==> src/rtl/bus_requester_if.sv <==
// bus_requester_if: command, arbiter, source and bus signals of one requester port.
interface bus_requester_if #(
  parameter int DATA_W = 8,
  parameter int LEN_W  = 8
);
  logic              cmd_valid;
  logic [LEN_W-1:0]  cmd_len;
  logic              cmd_ready;
  logic              req;
  logic              gnt;
  logic              src_valid;
  logic [DATA_W-1:0] src_data;
  logic              src_ready;
  logic              bus_we;
  logic [DATA_W-1:0] bus_data;
  logic              busy;
  logic              done;
  logic              err;
  modport master (
    input  cmd_valid, cmd_len, gnt, src_valid, src_data,
    output cmd_ready, req, src_ready, bus_we, bus_data, busy, done, err
  );
  modport slave (
    output cmd_valid, cmd_len, gnt, src_valid, src_data,
    input  cmd_ready, req, src_ready, bus_we, bus_data, busy, done, err
  );
endinterface

==> src/rtl/bus_requester.sv <==
// bus_requester: requests the arbiter, moves cmd_len source pixels onto the bus,
// then waits for the grant to fall before reporting done (err on abort).
module bus_requester #(
  parameter int DATA_W  = 8,
  parameter int LEN_W   = 8,
  parameter int TIMEOUT = 16
) (
  input logic           clock,
  input logic           reset,
  bus_requester_if.master bi
);
  typedef enum logic [1:0] {IDLE, REQ, XFER, RELEASE} state_t;
  localparam logic [7:0] WAIT_MAX = 8'(TIMEOUT - 1);
  state_t           state, state_n;
  logic [LEN_W-1:0] rem, rem_n;
  logic [7:0]       cnt, cnt_n;
  logic             abort, abort_n;
  logic             accept, beat, leave;
  assign bi.cmd_ready = state == IDLE;
  assign bi.busy      = state != IDLE;
  assign bi.src_ready = state == XFER && bi.gnt && rem != '0;
  assign accept       = state == IDLE && bi.cmd_valid;
  assign beat         = bi.src_valid && bi.src_ready;
  assign leave        = state == RELEASE && !bi.gnt;
  always_comb begin
    state_n = state;
    rem_n   = rem;
    cnt_n   = cnt;
    abort_n = abort;
    case (state)
      IDLE: if (accept && bi.cmd_len != '0) begin
        state_n = REQ;
        rem_n   = bi.cmd_len;
        cnt_n   = '0;
        abort_n = 1'b0;
      end
      REQ: begin
        cnt_n = cnt == WAIT_MAX ? cnt : cnt + 8'd1;
        if (bi.gnt) state_n = XFER;
        else if (cnt == WAIT_MAX) begin
          state_n = RELEASE;
          abort_n = 1'b1;
        end
      end
      XFER: if (beat) begin
        rem_n   = rem - LEN_W'(1);
        state_n = rem == LEN_W'(1) ? RELEASE : XFER;
      end else if (!bi.gnt) begin
        state_n = RELEASE;
        abort_n = 1'b1;
      end
      RELEASE: state_n = bi.gnt ? RELEASE : IDLE;
      default: state_n = IDLE;
    endcase
  end
  // A zero-length command completes from IDLE without ever touching the arbiter.
  always_ff @(posedge clock or negedge reset) begin
    if (!reset) begin
      state       <= IDLE;
      rem         <= '0;
      cnt         <= '0;
      abort       <= 1'b0;
      bi.req      <= 1'b0;
      bi.bus_we   <= 1'b0;
      bi.bus_data <= '0;
      bi.done     <= 1'b0;
      bi.err      <= 1'b0;
    end else begin
      state       <= state_n;
      rem         <= rem_n;
      cnt         <= cnt_n;
      abort       <= abort_n;
      bi.req      <= state_n == REQ || state_n == XFER;
      bi.bus_we   <= beat;
      bi.bus_data <= beat ? bi.src_data : bi.bus_data;
      bi.done     <= (accept && bi.cmd_len == '0) || leave;
      bi.err      <= leave && abort;
    end
  end
endmodule

==> src/flat_wrapper.sv <==
// flat-port wrapper written by rule: the top's interface ports become plain ports
module bus_requester_flat 
#(
  parameter int DATA_W  = 8,
  parameter int LEN_W   = 8,
  parameter int TIMEOUT = 16
)
  (clock, reset, bi_cmd_valid, bi_cmd_len, bi_gnt, bi_src_valid, bi_src_data, bi_cmd_ready, bi_req, bi_src_ready, bi_bus_we, bi_bus_data, bi_busy, bi_done, bi_err);
  bus_requester_if #(.DATA_W(DATA_W), .LEN_W(LEN_W)) bi_i ();
  input logic clock;
  input logic reset;
  input wire logic [$bits(bi_i.cmd_valid)-1:0] bi_cmd_valid;
  input wire logic [$bits(bi_i.cmd_len)-1:0] bi_cmd_len;
  input wire logic [$bits(bi_i.gnt)-1:0] bi_gnt;
  input wire logic [$bits(bi_i.src_valid)-1:0] bi_src_valid;
  input wire logic [$bits(bi_i.src_data)-1:0] bi_src_data;
  output wire logic [$bits(bi_i.cmd_ready)-1:0] bi_cmd_ready;
  output wire logic [$bits(bi_i.req)-1:0] bi_req;
  output wire logic [$bits(bi_i.src_ready)-1:0] bi_src_ready;
  output wire logic [$bits(bi_i.bus_we)-1:0] bi_bus_we;
  output wire logic [$bits(bi_i.bus_data)-1:0] bi_bus_data;
  output wire logic [$bits(bi_i.busy)-1:0] bi_busy;
  output wire logic [$bits(bi_i.done)-1:0] bi_done;
  output wire logic [$bits(bi_i.err)-1:0] bi_err;
  assign bi_i.cmd_valid = bi_cmd_valid;
  assign bi_i.cmd_len = bi_cmd_len;
  assign bi_i.gnt = bi_gnt;
  assign bi_i.src_valid = bi_src_valid;
  assign bi_i.src_data = bi_src_data;
  assign bi_cmd_ready = bi_i.cmd_ready;
  assign bi_req = bi_i.req;
  assign bi_src_ready = bi_i.src_ready;
  assign bi_bus_we = bi_i.bus_we;
  assign bi_bus_data = bi_i.bus_data;
  assign bi_busy = bi_i.busy;
  assign bi_done = bi_i.done;
  assign bi_err = bi_i.err;
  bus_requester #(.DATA_W(DATA_W), .LEN_W(LEN_W), .TIMEOUT(TIMEOUT)) u_core (.clock(clock), .reset(reset), .bi(bi_i));
endmodule
==> config.mk <==
export PLATFORM = sky130hd
export DESIGN_NAME = bus_requester_flat
export DESIGN_NICKNAME = d
export VERILOG_FILES = /design/src/rtl/bus_requester_if.sv /design/src/rtl/bus_requester.sv /design/src/flat_wrapper.sv
export SDC_FILE = /design/constraint.sdc
export NUM_CORES = 1
export LEC_CHECK = 0
export CORE_MARGIN = 2
export CORE_UTILIZATION = 51
export DETAILED_ROUTE_END_ITERATION = 10
export PLACE_DENSITY = 0.79
export SYNTH_ARGS = -nofsm -noshare
export SYNTH_HDL_FRONTEND = slang
export SYNTH_SLANG_ARGS = --single-unit
export TNS_END_PERCENT = 30
==> constraint.sdc <==
create_clock -name clock -period 2.4 [get_ports clock]
set_input_delay 0.24 -clock clock [delete_from_list [all_inputs] [get_ports clock]]
set_output_delay 0.24 -clock clock [all_outputs]
set_load 0.01 [all_outputs]
# Word-level counts from Yosys, hierarchy flattened
# Index checks and enable logic that the tools add are counted.
# word_totals
wordCells	67
register_bits	31
ram_bits	0
out_inout_bits	15
n_memories	0
latch_bits	0
mem_bits_ro	0
# classes
n_div	0
muxes	20
n_mul	0
n_shift	0
n_reduce_logical	22
n_bitwise	0
add_sub_neg	2
magnitude_cmp	0
n_eq_ne	14
# op_table
op	n
$mux 8	4
$pmux 8 s2	2
$reduce_bool 8->1	2
$mux 2	6
$add 8x1->8 const B	1
$eq 8x1->1 const B	1
$eq 8x4->1 const B	1
$logic_and 1x1->1	8
$logic_not 8->1	1
$ne 2x2->1 const B	4
$pmux 2 s4	1
$sub 8x1->8 const B	1
$eq 2x2->1 const B	3
$mux 1	6
$ne 2x1->1 const B	3
$reduce_and 3->1	2
$reduce_and 6->1	1
$reduce_bool 2->1	3
$eq 2x1->1 const B	2
$pmux 1 s3	1
$reduce_bool 3->1	1
$logic_not 2->1	1
$logic_or 1x1->1	2
$logic_not 1->1	1

# Longest topological paths before layout
# Gate-level depths: netlist of run 1.
# depth
word_depth	8
ltp_mapped	9
mapped_depth_nobuf	7

# Worst setup path before layout of run 1
# No wires, ideal clock.
# synth_timing
path_kind	reg2reg
startpoint	reg u_core.state[0]
endpoint	reg u_core.rem[7]
setup_ps	99
path_slack_ps	447
t_arrival_ps	1853
n_path_buf	2
t_required_ps	2301
path_stages_with_launch	10
synth_period_minus_slack_ps	1953
path_cell_list	dfrtp_1 -> inv_1 -> ha_1 -> clkbuf_2 -> inv_1 -> nor2_1 -> a2bb2oi_2 -> buf_2 -> a21oi_1 -> a311oi_1
# synth_lines
element	line_no	rtl
start: declaration	bus_requester.sv:14	state_t state, state_n;
start signal: assignment	bus_requester.sv:69	state <= state_n;
$logic_not 2->1 *	n/a	
via bi_cmd_ready	flat_wrapper.sv:17	output wire logic [$bits(bi_i.cmd_ready)-1:0] bi_cmd_ready;
$logic_and 1x1->1	bus_requester.sv:22	assign accept = state == IDLE && bi.cmd_valid;
$logic_and 1x1->1	bus_requester.sv:31	IDLE: if (accept && bi.cmd_len != '0) begin
$ne 2x1->1 (no line)	n/a	
$reduce_and 3->1 (no line)	n/a	
end signal: assignment	bus_requester.sv:70	rem <= rem_n;
end: declaration	bus_requester.sv:15	logic [LEN_W-1:0] rem, rem_n;
# Mark *: on every way through the listed nets, which the timed path passes. The rest lies on a longest branch.
# A chain may end at the register's enable or synchronous reset.

# Worst setup path after layout of run 1
# layout_timing
startpoint	reg u_core.state[1]
endpoint	out bi_busy
# layout_via
elab_chain_len	1
# layout_rtl
element	line_no	rtl
$reduce_bool 2->1	bus_requester.sv:20	assign bi.busy = state != IDLE;
end: declaration	flat_wrapper.sv:22	output wire logic [$bits(bi_i.busy)-1:0] bi_busy;
# No other way between the ends.

==> results.cfg, run 1 <==
[synthesis]
ys_seq_area_share_pct = 42.88
synthAdderAreaFrac_pct = 6.916
netlist_area_um2 = 1809
yosys.area_share.simple_pct = 19.43
synth.most_common_cell = dfrtp_1
synth-async-reset-ratio_pct = 100.0
synth_mux_area_share_pct = 6.155
syn_nets = 209
synth_top_area_cell = dfrtp_1
yosys_register_bits = 31
yosys_warnings = 0
synth_xor_area_share_pct = 3.389
synth_compound_area_share_pct = 17.22
synth_commonest_cells = dfrtp_1, nor2_1, a21oi_1, ha_1
synth.area.top_cells = dfrtp_1, ha_1, mux2_1
synth.distinct_cells = 47
synth_area_per_cell_um2 = 10.16
synth_edf_count = 0
synth_top_family_by_area = simple AND/OR/NAND/NOR gates
synth_top_area_share_pct = 42.88
synth_cells = 178
synthFlopType = dfrtp_1

[floorplanning]
die_h_um = 63.56
core_um2 = 3363
ios = 36
initial_core_util_pct = 53.79
dieWidth_um = 63.56
num_rows = 21
dieArea_um2 = 4040

[placed_design]
gp_congestion = 0.9046
portBuffers = 35
place_hpwl_um = 3254
place_ws_ns = 0.1911

[global_route]
grt_overflow = 0
grt_start_max_net_pins = 32
grt_use_total_pct = 23.69
grt_pass1_vias = 1590
antenna_found_initial = 0
grt_pass1_wl_um = 7452

[setup_path]
rr_worst_depth = 8
r2r_setup_slack_ns = 0.33
setup.worst_path.end = bi_busy
startpoint_type = flop
r2r-end = u_core.rem[2]
reg2reg_from = u_core.state[1]
crit_path_max_fanout = 8
criticalPathCategory = reg -> out
cp_data_required_time_ns = 2.16
cp-end-kind = output pin
arrival_ns = 1.93
crit_start = u_core.state[1]

[status]
outcome = finished clean

[clocking]
cts.clk_slew.worst_paths_ns = 0.11
cts_made_buffers = 5
postCtsResizedCells = 1
cts_hold_buf = 0
htreeDepth = 2
cts_max_path_buffers = 2
clock_latency_ns = 0.35
cts_tree = yes
cts_sinks = 31
cts_setup_buffers = 0
cts.root.buffer_cell = clkbuf_4

[drt]
via_per_inst = 5.850
drtIter0Drc = 147
wirelength_um = 4336
dr.pass1.iters = 4
antenna_left = 0
drcViolationCount = 0
routedWlPerCell_um = 16.30
num_vias = 1556

[power]
ir_worst_vdd_v = 0.0006107
leakage_nw = 1.021
p_per_area_nw_per_um2 = 1116

[cells_and_area]
regArea_um2 = 777.0
antenna_cells = 0
fillers = 281
multi_input_area_um2 = 960.9
final_nets = 250
drive_gt1_share_pct = 12.73
area_growth_pct = 27.87

[sta]
final_hold_viol_count = 0
setup_ws_ns = 0.2329
fmax_mhz = 461.5
rsz0062_at_grt = false
worst_slew_pin_slew_ns = 0.4956
finClkSkew_ns = 0.01732
fin_tns_setup_ns = 0
maxSlewHeadroom_pct = 66.89
period_share_pct = 90.29
slew_viol_final = 0
period_minus_slack_ns = 2.167
finalSetupViolations = 0

[run]
drv_cap = 0

[min_path]
hold_class = in -> async
-- power by group --
group | switching [W] | leakage (nW) | internal [W]
Sequential | 0.000188 | 0.385 | 0.000727
Combinational | 0.000632 | 0.588 | 0.000595
Clock | 0.000194 | 0.0482 | 0.000246
-- sequential cells by signal, summed over array words and instances (netlist names) --
name,flops
u_core.bi.done,1
u_core.bi.bus_we,1
u_core.bi.err,1
u_core.cnt,8
u_core.rem,8
u_core.abort,1
u_core.bi.bus_data,8
u_core.state,2
u_core.bi.req,1
-- cells by family (layout without fill, tap and decap cells) --
kind of cell / Yosys count / count (layout)
xor+xnor: 7 / 7
buf+inv: 16 / 58
flops: 31 / 31
compound gates: 41 / 41
simple gates: 63 / 63
mux: 10 / 10
fa+ha+maj: 10 / 10
-- metal layers --
| layer | vias up | routed length (um) | GRT usage (%) |
|---|---|---|---|
| li1 | 723 | - | - |
| met1 | 767 | 1712 | 27.00 |
| met2 | 51 | 2323 | 42.89 |
| met3 | 15 | 210 | 6.250 |
| met4 | 0 | 89 | 7.337 |
| met5 | - | 0 | 0 |
-- cell usage in the layout (no fill, tap or decap), types with 2 or more instances in the layout --
cell type        instances
clkdlybuf4s50_1         34
dfrtp_1                 30
nor2_1                  19
a21oi_1                 10
ha_1                    10
nand2_1                  9
inv_1                    8
mux2_1                   8
xor2_1                   7
nor2b_1                  6
buf_4                    6
clkbuf_4                 5
and3_1                   4
nor3_1                   4
o211ai_1                 4
nand3_1                  3
o21ai_1                  3
a31oi_1                  3
nor3b_1                  3
nand2b_1                 3
nor4_2                   2
and2_1                   2
o21ai_0                  2
and4_1                   2
or4_4                    2
o32ai_1                  2
o2111ai_2                2
a311oi_1                 2
a22o_1                   2
-- how the worst min path moves through the flow --
stage	from	to	slack [ns]	depth (start not counted)
6_report	reset	u_core.rem[3]	0.26	2
5_1_grt	reset	u_core.rem[3]	0.31	2
2_1_floorplan	reset	u_core.abort	-0.06	0
3_3_place_gp	u_core.bi.bus_data[6]	u_core.bi.bus_data[6]	0.47	1
3_5_place_dp	u_core.bi.bus_data[2]	u_core.bi.bus_data[2]	0.48	1
4_1_cts	reset	u_core.rem[3]	0.29	2
-- worst max-delay path, stage by stage (launching register included) --
cell             delay, ns
dfrtp_1               0.46
inv_1                 0.12
ha_1                  0.22
buf_4                 0.18
inv_1                 0.08
clkdlybuf4s50_1       0.54
-- final cells by class --
cell class                 count  area share (%)
sequential                    31           33.59
inverter                       9           1.460
timing repair buffer          41           17.20
multi-input combinational    131           41.54
clock buffer                   6           2.217
tap                           46           2.488
clock inverter                 2           1.514
-- stage by stage --
stage | hold WS (ns) | util, % | instances | total power (W) | cell area (um^2)
after floorplan | -0.05559 | - | 178 | 0.001649 | 1809
after global placement | 0.4671 | 66.11 | 258 | 0.002055 | 2223
after detailed placement | 0.4813 | 66.11 | 258 | 0.002134 | 2223
after CTS | 0.2865 | 68.68 | 266 | 0.002582 | 2310
after global routing | 0.3091 | 68.79 | 266 | 0.002759 | 2313
final | 0.2645 | 68.79 | 266 | 0.002582 | 2313
(Power assumes the default switching activity.)
==> run 2: changes to the inputs <==
- CORE_MARGIN: 2 -> unset
==> run 2 against run 1 <==
Net effect: die area is 6.2% lower; final cell count is 0.38% higher; count of clock-buffer cells in the layout is 1 lower; wire length is 3.3% lower; total power is 5.0% lower; largest power group unchanged.
==> results.cfg, run 2 (same netlist as run 1, synthesis figures left out) <==
[power]
combPwrFrac_pct = 50.2
fin_total_pwr_w = 0.002454
clkPwrFrac_pct = 12.8
ir_worst_vdd_v = 0.0005525
p_seq_share_pct = 37.0
leakage_nw = 1.006
p_per_area_nw_per_um2 = 1070
p_int_w = 0.001440
switching_share_pct = 41.31
p_switching_w = 0.001013

[floorplanning]
dieArea_um2 = 3790
initial_core_util_pct = 53.79
die_h_um = 61.56
ios = 36
num_rows = 21
dieWidth_um = 61.56
core_um2 = 3363

[placed_design]
portBuffers = 35
gp_congestion = 0.8421
place_hpwl_um = 3208

[sta]
rsz0062_at_grt = false
slew_viol_final = 0
fmax_mhz = 470.1
fin_tns_setup_ns = 0
finalSetupViolations = 0
finClkSkew_ns = 0.008316
maxSlewHeadroom_pct = 63.83
final_hold_viol_count = 0
period_minus_slack_ns = 2.127
worst_slew_pin_slew_ns = 0.5414
period_share_pct = 88.64

[drt]
dr.pass1.iters = 4
antenna_left = 0
routedWlPerCell_um = 15.70
drtIter0Drc = 90
drcViolationCount = 0
via_per_inst = 5.648
num_vias = 1508
wirelength_um = 4192

[cells_and_area]
fillers = 301
antenna_cells = 0
regArea_um2 = 777.0
layout_commonest_cell = clkdlybuf4s50_1
mostFrequentLayoutCells = clkdlybuf4s50_1, dfrtp_1, nor2_1, a21oi_1, ha_1
multi_input_area_um2 = 960.9
final_nets = 251
drive_gt1_share_pct = 13.12
area_growth_pct = 26.69
reg.largest.list = u_core.bi.bus_data x8, u_core.cnt x8, u_core.rem x8

[clocking]
clock_latency_ns = 0.34
cts.root.buffer_cell = clkbuf_4
cts_sinks = 31
cts.clk_slew.worst_paths_ns = 0.11
cts_setup_buffers = 0
cts_made_buffers = 5
cts_tree = yes
cts_max_path_buffers = 2
htreeDepth = 2

[setup_path]
cp_slowest_cell = clkdlybuf4s50_1
crit_path_cell_trace = inv_1, ha_1, buf_4, clkdlybuf4s50_1
crit_path_max_fanout = 7
startpoint_type = flop
cp-end-kind = output pin
arrival_ns = 1.89
cp_num_buf_inv = 3
cpPeakStageDelay_ns = 0.54
cpLargestDelayFamily = buffers and inverters
criticalPathCategory = reg -> out
cp_data_required_time_ns = 2.16

[min_path]
hold_class = in -> async

[global_route]
grt_pass1_vias = 1546
grt_overflow = 0
grt_pass1_wl_um = 6975
grt_start_max_net_pins = 32
antenna_found_initial = 0
grt_use_total_pct = 25.15

[run]
drv_cap = 0

[status]
outcome = finished clean
run 2: cell types whose count changed in the layout (fill, tap and decap cells not counted), sizes merged:
cell,change
buf,+1
bufinv,-1
clkbuf,-1
clkinvlp,+2
run 2: cell type report:
cell class,instances,area share [%]
clock inverter,3,0.8734
multi-input combinational,131,41.92
tap,46,2.511
clock buffer,5,1.638
inverter,9,1.474
sequential,31,33.90
timing repair buffer,42,17.69
run 2: metrics by stage:
stage	util (%)	hold WS (ns)	cells	cell area, um^2	setup slack [ns]
2_1_floorplan	-	-0.05559	178	1809	0.4473
3_5_place_dp	66.33	0.4787	259	2231	0.1947
3_3_place_gp	66.33	0.4693	259	2231	0.2328
6_report	68.15	0.2781	267	2292	0.2727
5_1_grt	68.15	0.3408	267	2292	0.1688
4_1_cts	68.04	0.2911	267	2288	0.03250
run 2: power by group through the flow:
stage          clock, W  sequential, W  combinational (W)
6_report       0.000314       0.000908            0.00123
5_1_grt        0.000337       0.000931            0.00135
4_1_cts        0.000321       0.000902            0.00124
3_5_place_dp          0       0.000910            0.00123
3_3_place_gp          0       0.000897            0.00118
2_1_floorplan         0       0.000909           0.000740
run 2: path summary, 6_finish.rpt:
check / slack [ns] / endpoint / depth (start not counted) / startpoint
setup / recovery: 0.27 / bi_cmd_ready / 4 / u_core.state[1]
hold / removal: 0.28 / u_core.bi.req / 2 / reset
setup reg to reg: 0.33 / u_core.rem[3] / 7 / u_core.state[0]
hold reg to reg: 0.50 / u_core.bi.bus_data[7] / 1 / u_core.bi.bus_data[7]
max in group asynchronous: 1.82 / u_core.state[0] / 2 / reset
min in group clock: 0.48 / u_core.bi.bus_data[1] / 2 / bi_src_data[1]
run 2: timing repair:
| item | in CTS | in global routing |
|---|---|---|
| endpoints found under the setup margin | 1 | 1 |
| pin swaps | 0 | 0 |
| hold buffers | 0 | 0 |
| gates resized for setup | 1 | 2 |
| hold endpoints to repair | 0 | 0 |
run 2: metal layers:
metal  track usage (%)  vias up  routed length (um)
li1                  -      725                   -
met1             31.43      719                1760
met2             42.09       58                2140
met3             6.933        6                 245
met4             8.254        0                  45
met5                 0        -                   0
==> run 3: changes to the inputs <==
- ABC_AREA: unset -> 0
- CTS_CLUSTER_SIZE: unset -> 30
==> results of run 3 <==
The final DEF is identical to that of run 2; final timing and power are the same.
